`src/rtl/synth_param_bank.sv`:
```
// ============================================================================
// synth_param_bank : synthesizer parameter store, key/load editing, octave
// Revision: 1.0
// ============================================================================
`default_nettype none

module synth_param_bank #(
    parameter int          NUM_MODULES = 4,
    parameter int          NUM_PARAMS  = 16,
    parameter int          DATA_W      = 12,
    parameter int          MAX_VAL     = 4095,
    parameter int          DEFAULT_VAL = 0,
    parameter int          OCT_MAX     = 6,
    parameter int          OCT_DEFAULT = 4,
    parameter logic [7:0]  KEY_UP      = 8'h75,
    parameter logic [7:0]  KEY_DOWN    = 8'h72,
    parameter logic [7:0]  KEY_RIGHT   = 8'h74,
    parameter logic [7:0]  KEY_LEFT    = 8'h6B,
    // One spare bit so out-of-range module selects are representable and rejectable
    parameter int          MSEL_W      = $clog2(NUM_MODULES) + 1,
    parameter int          PSEL_W      = $clog2(NUM_PARAMS),
    parameter int          ADDR_W      = $clog2(NUM_MODULES * NUM_PARAMS)
) (
    input  logic                                     clock,
    input  logic                                     reset,
    input  logic [MSEL_W-1:0]                        module_sel,
    input  logic [PSEL_W-1:0]                        param_sel,
    input  logic [DATA_W-1:0]                        wr_value,
    input  logic                                     load,
    input  logic                                     restore,
    input  logic                                     key_on,
    input  logic [7:0]                               key_code,
    output logic                                     busy,
    output logic [DATA_W-1:0]                        rd_data,
    output logic [NUM_MODULES*NUM_PARAMS*DATA_W-1:0] params_flat,
    output logic [2:0]                               global_octave,
    output logic                                     update_valid,
    output logic [ADDR_W-1:0]                        update_addr
);

    localparam int                C_N       = NUM_MODULES * NUM_PARAMS;
    localparam logic [DATA_W-1:0] C_MAX     = DATA_W'(MAX_VAL);
    localparam logic [DATA_W-1:0] C_DEF     = DATA_W'(DEFAULT_VAL);
    localparam logic [2:0]        C_OCT_MAX = 3'(OCT_MAX);
    localparam logic [2:0]        C_OCT_DEF = 3'(OCT_DEFAULT);
    localparam logic [ADDR_W-1:0] C_LAST    = ADDR_W'(C_N - 1);

    typedef enum logic [0:0] {
        ST_IDLE  = 1'b0,
        ST_SWEEP = 1'b1
    } state_t;

    state_t              r_state;
    state_t              w_next;
    logic [DATA_W-1:0]   r_mem [C_N];
    logic                r_load_d;
    logic                r_restore_d;
    logic                r_key_d;
    logic [ADDR_W-1:0]   r_sweep_idx;
    logic [2:0]          r_octave;
    logic                r_update_valid;
    logic [ADDR_W-1:0]   r_update_addr;

    logic                w_load_ev;
    logic                w_restore_ev;
    logic                w_key_ev;
    logic                w_sel_valid;
    logic [ADDR_W-1:0]   w_idx;
    logic [DATA_W-1:0]   w_cur;
    logic [DATA_W-1:0]   w_clamped;
    logic                w_wr_en;
    logic [ADDR_W-1:0]   w_wr_addr;
    logic [DATA_W-1:0]   w_wr_data;
    logic                w_pulse;

    assign w_load_ev    = load    & ~r_load_d;
    assign w_restore_ev = restore & ~r_restore_d;
    assign w_key_ev     = key_on  & ~r_key_d;

    assign w_sel_valid = (module_sel < MSEL_W'(NUM_MODULES));
    assign w_idx       = ADDR_W'(int'(module_sel) * NUM_PARAMS + int'(param_sel));
    assign w_cur       = r_mem[w_idx];
    assign w_clamped   = (wr_value > C_MAX) ? C_MAX : wr_value;

    assign rd_data       = w_sel_valid ? w_cur : '0;
    assign busy          = (r_state == ST_SWEEP);
    assign global_octave = r_octave;
    assign update_valid  = r_update_valid;
    assign update_addr   = r_update_addr;

    for (genvar gi = 0; gi < C_N; gi++) begin : g_flat
        assign params_flat[gi*DATA_W +: DATA_W] = r_mem[gi];
    end

    // History flops reset high so a level held through reset release is not an edge
    always_ff @(posedge clock or posedge reset) begin
        if (reset) begin
            r_load_d    <= 1'b1;
            r_restore_d <= 1'b1;
            r_key_d     <= 1'b1;
        end else begin
            r_load_d    <= load;
            r_restore_d <= restore;
            r_key_d     <= key_on;
        end
    end

    always_ff @(posedge clock or posedge reset) begin
        if (reset) begin
            r_state <= ST_IDLE;
        end else begin
            r_state <= w_next;
        end
    end

    always_comb begin
        w_next    = r_state;
        w_wr_en   = 1'b0;
        w_wr_addr = w_idx;
        w_wr_data = w_cur;
        w_pulse   = 1'b0;
        case (r_state)
            ST_IDLE: begin
                // Load has priority over arrow edits on the same edge
                if (w_load_ev && w_sel_valid) begin
                    w_wr_en   = 1'b1;
                    w_wr_data = w_clamped;
                    w_pulse   = 1'b1;
                end else if (w_key_ev && w_sel_valid && key_code == KEY_RIGHT && w_cur < C_MAX) begin
                    w_wr_en   = 1'b1;
                    w_wr_data = w_cur + DATA_W'(1);
                    w_pulse   = 1'b1;
                end else if (w_key_ev && w_sel_valid && key_code == KEY_LEFT && w_cur != '0) begin
                    w_wr_en   = 1'b1;
                    w_wr_data = w_cur - DATA_W'(1);
                    w_pulse   = 1'b1;
                end
                if (w_restore_ev) begin
                    w_next = ST_SWEEP;
                end
            end
            ST_SWEEP: begin
                w_wr_en   = 1'b1;
                w_wr_addr = r_sweep_idx;
                w_wr_data = C_DEF;
                if (r_sweep_idx == C_LAST) begin
                    w_next = ST_IDLE;
                end
            end
            default: begin
                w_next = ST_IDLE;
            end
        endcase
    end

    always_ff @(posedge clock or posedge reset) begin
        if (reset) begin
            r_sweep_idx <= '0;
        end else if (r_state == ST_SWEEP && r_sweep_idx != C_LAST) begin
            r_sweep_idx <= r_sweep_idx + ADDR_W'(1);
        end else begin
            r_sweep_idx <= '0;
        end
    end

    always_ff @(posedge clock or posedge reset) begin
        if (reset) begin
            for (int i = 0; i < C_N; i++) begin
                r_mem[i] <= C_DEF;
            end
        end else if (w_wr_en) begin
            r_mem[w_wr_addr] <= w_wr_data;
        end
    end

    always_ff @(posedge clock or posedge reset) begin
        if (reset) begin
            r_update_valid <= 1'b0;
            r_update_addr  <= '0;
        end else begin
            r_update_valid <= w_pulse;
            if (w_pulse) begin
                r_update_addr <= w_idx;
            end
        end
    end

    // Octave keys act in every state, independent of load and sweep
    always_ff @(posedge clock or posedge reset) begin
        if (reset) begin
            r_octave <= C_OCT_DEF;
        end else if (w_key_ev) begin
            if (key_code == KEY_UP && r_octave < C_OCT_MAX) begin
                r_octave <= r_octave + 3'd1;
            end else if (key_code == KEY_DOWN && r_octave != 3'd0) begin
                r_octave <= r_octave - 3'd1;
            end
        end
    end

endmodule

`default_nettype wire

```
`config.mk`:
```
export PLATFORM = sky130hd
export DESIGN_NAME = synth_param_bank
export DESIGN_NICKNAME = d
export VERILOG_FILES = /design/src/rtl/synth_param_bank.sv
export SDC_FILE = /design/constraint.sdc
export NUM_CORES = 2
export LEC_CHECK = 0
export BUFFER_PORTS_ARGS = -buffer_cell sky130_fd_sc_hd__clkbuf_2
export CAP_MARGIN = 20
export CORE_ASPECT_RATIO = 0.5
export CORE_MARGIN = 2
export CORE_UTILIZATION = 42
export CTS_BUF_LIST = sky130_fd_sc_hd__clkbuf_8
export DETAILED_ROUTE_END_ITERATION = 8
export HOLD_SLACK_MARGIN = 0.15
export SYNTH_ARGS = -nofsm -noshare
export SYNTH_HDL_FRONTEND = slang
export SYNTH_SLANG_ARGS = --single-unit
```
`constraint.sdc`:
```
create_clock -name clock -period 42.6 [get_ports clock]
set_clock_uncertainty 0.05 [all_clocks]
set_input_delay 8.52 -clock clock [delete_from_list [all_inputs] [get_ports clock]]
set_output_delay 8.52 -clock clock [all_outputs]
set_load 0.01 [all_outputs]
```
## Word level (Yosys, flattened, before mapping)

Index checks and enable logic that the tools add are counted.
W data, S select, Z words.

| word-level totals | value |
|---|---|
| bits in registers | 788 |
| output and inout port bits | 791 |
| bits of input ports | 32 |
| logic and storage cells | 138 |

| cells by class | value |
|---|---|
| bitwise logic cells | 9 |
| reduce and logical (&&, ||, !) cells | 14 |
| add/subtract/negate cells | 6 |
| multiplexer cells | 24 |
| equal/unequal tests | 6 |
| magnitude comparators | 7 |

Operator list:

| operator | count |
|---|---|
| $bwmux W768 | 1 |
| $mux W12 | 8 |
| $bmux W12 S6 | 1 |
| $demux W12 S6 | 1 |
| $eq A8 B7 Y1 const B | 4 |
| $pmux W12 S2 | 1 |
| $ge A7 B7 Y1 const B | 2 |
| $not A6 Y7 | 2 |
| $add A12 B1 Y12 const B | 1 |
| $gt A12 B12 Y1 const B | 1 |
| $lt A12 B12 Y1 const B | 1 |
| $mux W6 | 2 |
| $reduce_bool A12 Y1 | 1 |
| $sub A12 B1 Y12 const B | 1 |
| $logic_and A1 B1 Y1 | 10 |
| $lt A7 B1 Y1 const B | 1 |
| $add A6 B1 Y6 const B | 1 |
| $add A6 B4 Y6 | 1 |
| $eq A6 B6 Y1 const B | 1 |
| $lt A3 B3 Y1 const B | 2 |
| $mux W1 | 6 |
| $mux W3 | 2 |
| $ne A6 B6 Y1 const B | 1 |
| $not A1 Y1 | 4 |
| 7 further kinds | 10 |

## Depth between registers and ports, before layout

| depth | value |
|---|---|
| depth in word-level cells | 12 |
| depth in mapped cells | 25 |
| mapped depth without buffers | 15 |

## Worst setup path before layout

OpenSTA, ideal clock, no wires.

| timing path | value |
|---|---|
| kind | input -> output |
| start point | input param_sel[2] |
| end point | output rd_data[1] |
| arrival time | 10.618 ns |
| slack | 23.412 ns |
| cell stages on the path | 11 |
| path buffers | 5 |
| required time | 34.030 ns |
| path through | buf_4 buf_6 buf_6 buf_2 buf_4 nor2b_1 a211oi_1 or4b_1 and4_1 mux2_4 nor2_1 |

| between the ends | value |
|---|---|
| longest elaborated chain between the ends | 6 |

RTL lines:

| item | RTL line | source |
|---|---|---|
| start, declared | 27 | `input logic [PSEL_W-1:0] param_sel,` |
| $add A6 B4 Y6 | 81 | `assign w_idx = ADDR_W'(int'(module_sel) * NUM_PARAMS + int'(param_sel));` |
| $not A6 Y7 (not written as such) | 82 | `assign w_cur = r_mem[w_idx];` |
| $bmux W12 S6 | 82 |  |
| $mux W12 (not written as such) (2 in a row) | 82 |  |
| $mux W12 | 85 | `assign rd_data = w_sel_valid ? w_cur : '0;` |
| end, declared | 34 | `output logic [DATA_W-1:0] rd_data,` |

No other way between the ends. The select of a mux whose other input is x is not followed.

## Worst setup path in the final report

| timing path | value |
|---|---|
| start point | input param_sel[0] |
| end point | output rd_data[7] |

Same word-level chain as after synthesis.

==> metrics.txt <==
Top Ports=823; synth top area cells=dfrtp_1, mux4_2, nand2_1; final cycle utilization of the critical path=0.494; Critical Path Slowest Stage Cell=nor4_1; Fmax=47.5 MHz; DPL Wire Length=126 mm; Netlist cell types=91; count of flip-flops with a built-in enable after synthesis=0; Final ANT Viol Nets=0; P_sw=0.389 mW; # Post-CTS Setup Buffers=0; share of power burned in registers=0.498; power per cell area=34.3 nW/µm²; worst-skew pair later-pin latency=840 ps; setup_tns=0 ps; vias in the first global route=31.4k; nets=4216; maximum root-to-sink buffer count=3; worst-path maximum fanout=58; slowest stage delay, CP=930 ps; top_reg_cell synth=dfrtp_1; LEAKAGE=20.6 nW; Combinational Power Share=0.056; largest area contributor in the netlist=dfrtp_1; worst min path class=flip-flop to flip-flop; Max VDD drop=0.0000246 V; CTS Hold Buffers Added=0; flops & latches, synth=roughly 790; Mapped Cells=about 3.5k; initial antenna violation count=6; sw frac=0.258; Clk pwr share=0.446; share of the synthesized area in the top cell type=0.532; Post-DP Area=41400 µm²; fin crit period=21070 ps; Rel. slew slack=0.0771; Final Instance Area=between 40000 and 50000 µm²; crit path DAT=12500 ps; CP startpoint kind=primary input; RSZ-0062 raised after global routing=no; via count=between 30k and 40k; layout cells sized above 1=0.303; Remaining DRCs=0; DR pass1 iterations=8; hold slack=435 ps; synthesis-to-finish area growth=19.2%; Pint=roughly 1.1 mW; Yosys warnings=0; Req. time, crit path=~34000 ps; non-filler cells, final=5445; status=finished, final reports clean; DRT iter0 DRCs=~4k; grt total ovfl=0; Final Hold Viols=0; Post-Syn Area per Cell=10.6 µm²; CP Class=primary input to output pin; die area=90300 µm²; TritonCTS clock tree=yes; total CTS buffers=114; row count=76; post_cts resized=0; Setup Viol. Count Final=0; Placed Cells=5226; largest net degree at the start of global routing=183; synthesized area=36900 µm²; Clock transition at path regs=approximately 70 ps; H-tree depth=3; MaxCap Viol Count=0; Chip Height=214 µm; asr flop ratio synth=1.00; Mapped Nets=around 3.5k; Critical Path End Type=output pin; first-pass GRT wire length=around 240 mm; port bufs=822; Wirelength per Cell=32.4 µm; Vias/cell=6.08; Root Buffer Master=clkbuf_8; die width=423 µm; core area=86500 µm²; total global-route track usage=0.381; fin. max-slew vios=0; post-layout util=0.508; Starting Density=0.426; post-route setup slack=between 20000 and 25000 ps; register area share after synthesis=0.535; crit-path cells=clkbuf_8 -> buf_4 -> inv_2 -> buf_4 -> mux2_2 -> o21ai_1 -> nor4_1 -> nor2_1 -> nor2_1 -> clkbuf_2; Total Power=approximately 1.5 mW; final WL=between 150 and 200 mm; Place WS=21510 ps; Sink Count=roughly 790; worst slew pin tran=roughly 1400 ps; GPL Wtd Cong=1.11
-- registers in the layout, indices dropped and copies added (netlist names) --
register       count
params_flat      768
r_sweep_idx        6
update_addr        6
global_octave      3
busy               1
r_key_d            1
r_load_d           1
r_restore_d        1
update_valid       1
-- cells in the mapped netlist, drive strengths merged, types with 10 or more instances --
master / count
nand2b: 20
nand3: 79
or3: 23
o31ai: 69
inv: 14
and2: 11
mux2: 17
o21ai: 693
a21oi: 19
mux2i: 79
nor3: 17
o22ai: 16
nand4: 23
buf: 193
nor2b: 19
a22o: 30
dfrtp: 784
nor2: 78
a22oi: 46
and3: 10
a211oi: 15
mux4: 164
clkbuf: 117
nand2: 837
-- cell usage in the layout (no fill, tap or decap), drive strengths merged, types with 10 or more instances in the layout --
master / n
nand4: 23
nor2b: 19
mux2: 17
clkinv: 14
o22ai: 16
a211oi: 15
mux2i: 79
a22oi: 46
nand2: 837
clkbuf: 971
dfrtp: 784
and2: 11
o31ai: 69
nor3: 17
or3: 23
a21oi: 19
o21ai: 693
nand3: 79
a22o: 30
mux4: 164
buf: 57
nor2: 78
nand2b: 20
and3: 10
inv: 50
-- cells by family after synthesis --
logic type,count (synthesis),share of synthesized area
DFF,788,0.535
AOI/OAI and AO/OA,953,0.149
adders and majority gates,4,0.00156
muxes,260,0.128
and+or+nand+nor,1155,0.139
buffers and inverters,325,0.0452
xor gates and xnor gates,9,0.00214
-- power groups by stage --
stage | clock network (mW) | registers [mW] | logic, mW
2_1_floorplan | 0 | 0.765 | 0.0531
5_1_grt | 0.707 | 0.750 | 0.0888
3_5_place_dp | 0 | 0.764 | 0.0816
4_1_cts | 0.673 | 0.750 | 0.0817
3_3_place_gp | 0 | 0.764 | 0.0812
6_report | 0.673 | 0.750 | 0.0846
-- area by class of cell --
| type | count | area (µm²) |
|---|---|---|
| inverters | 15 | 63.8 |
| clock buffers | 148 | 2040 |
| multi-input cells | 2381 | 15500 |
| repair buffers | 880 | 4650 |
| well taps | 1170 | 1460 |
| fillers | 8134 | 42600 |
| clock inverters | 58 | 445 |
| diodes | 5 | 12.5 |
| flip-flops and latches | 788 | 19700 |
-- routing by layer --
metal  vias to the layer above  global-route usage  share of wire
met5                         -                   0        0.00019
met3                       585               0.115           0.10
met2                      1954               0.592           0.46
met1                     16800               0.478           0.37
met4                         4               0.218          0.070
li1                      13800                   -              -
-- worst paths after layout --
path,slack [ps],from,end,cells after the start
hold reg to reg,440,update_addr[1],update_addr[1],2
setup reg to reg,36000,params_flat[60],params_flat[200],14
min in group asynchronous,7800,reset,params_flat[486],2
max in group asynchronous,30790,reset,params_flat[343],6
hold / removal,440,update_addr[1],update_addr[1],2
setup / recovery,21530,param_sel[0],rd_data[7],10
-- critical path: cells and delay by family --
| family | cells | cell delay (ps) |
|---|---|---|
| buffers and inverters | 5 | 1970 |
| and+or+nand+nor | 3 | 1440 |
| muxes | 1 | 330 |
| AOI/OAI and AO/OA | 1 | 90 |
Power figures use the tool's default switching activity.
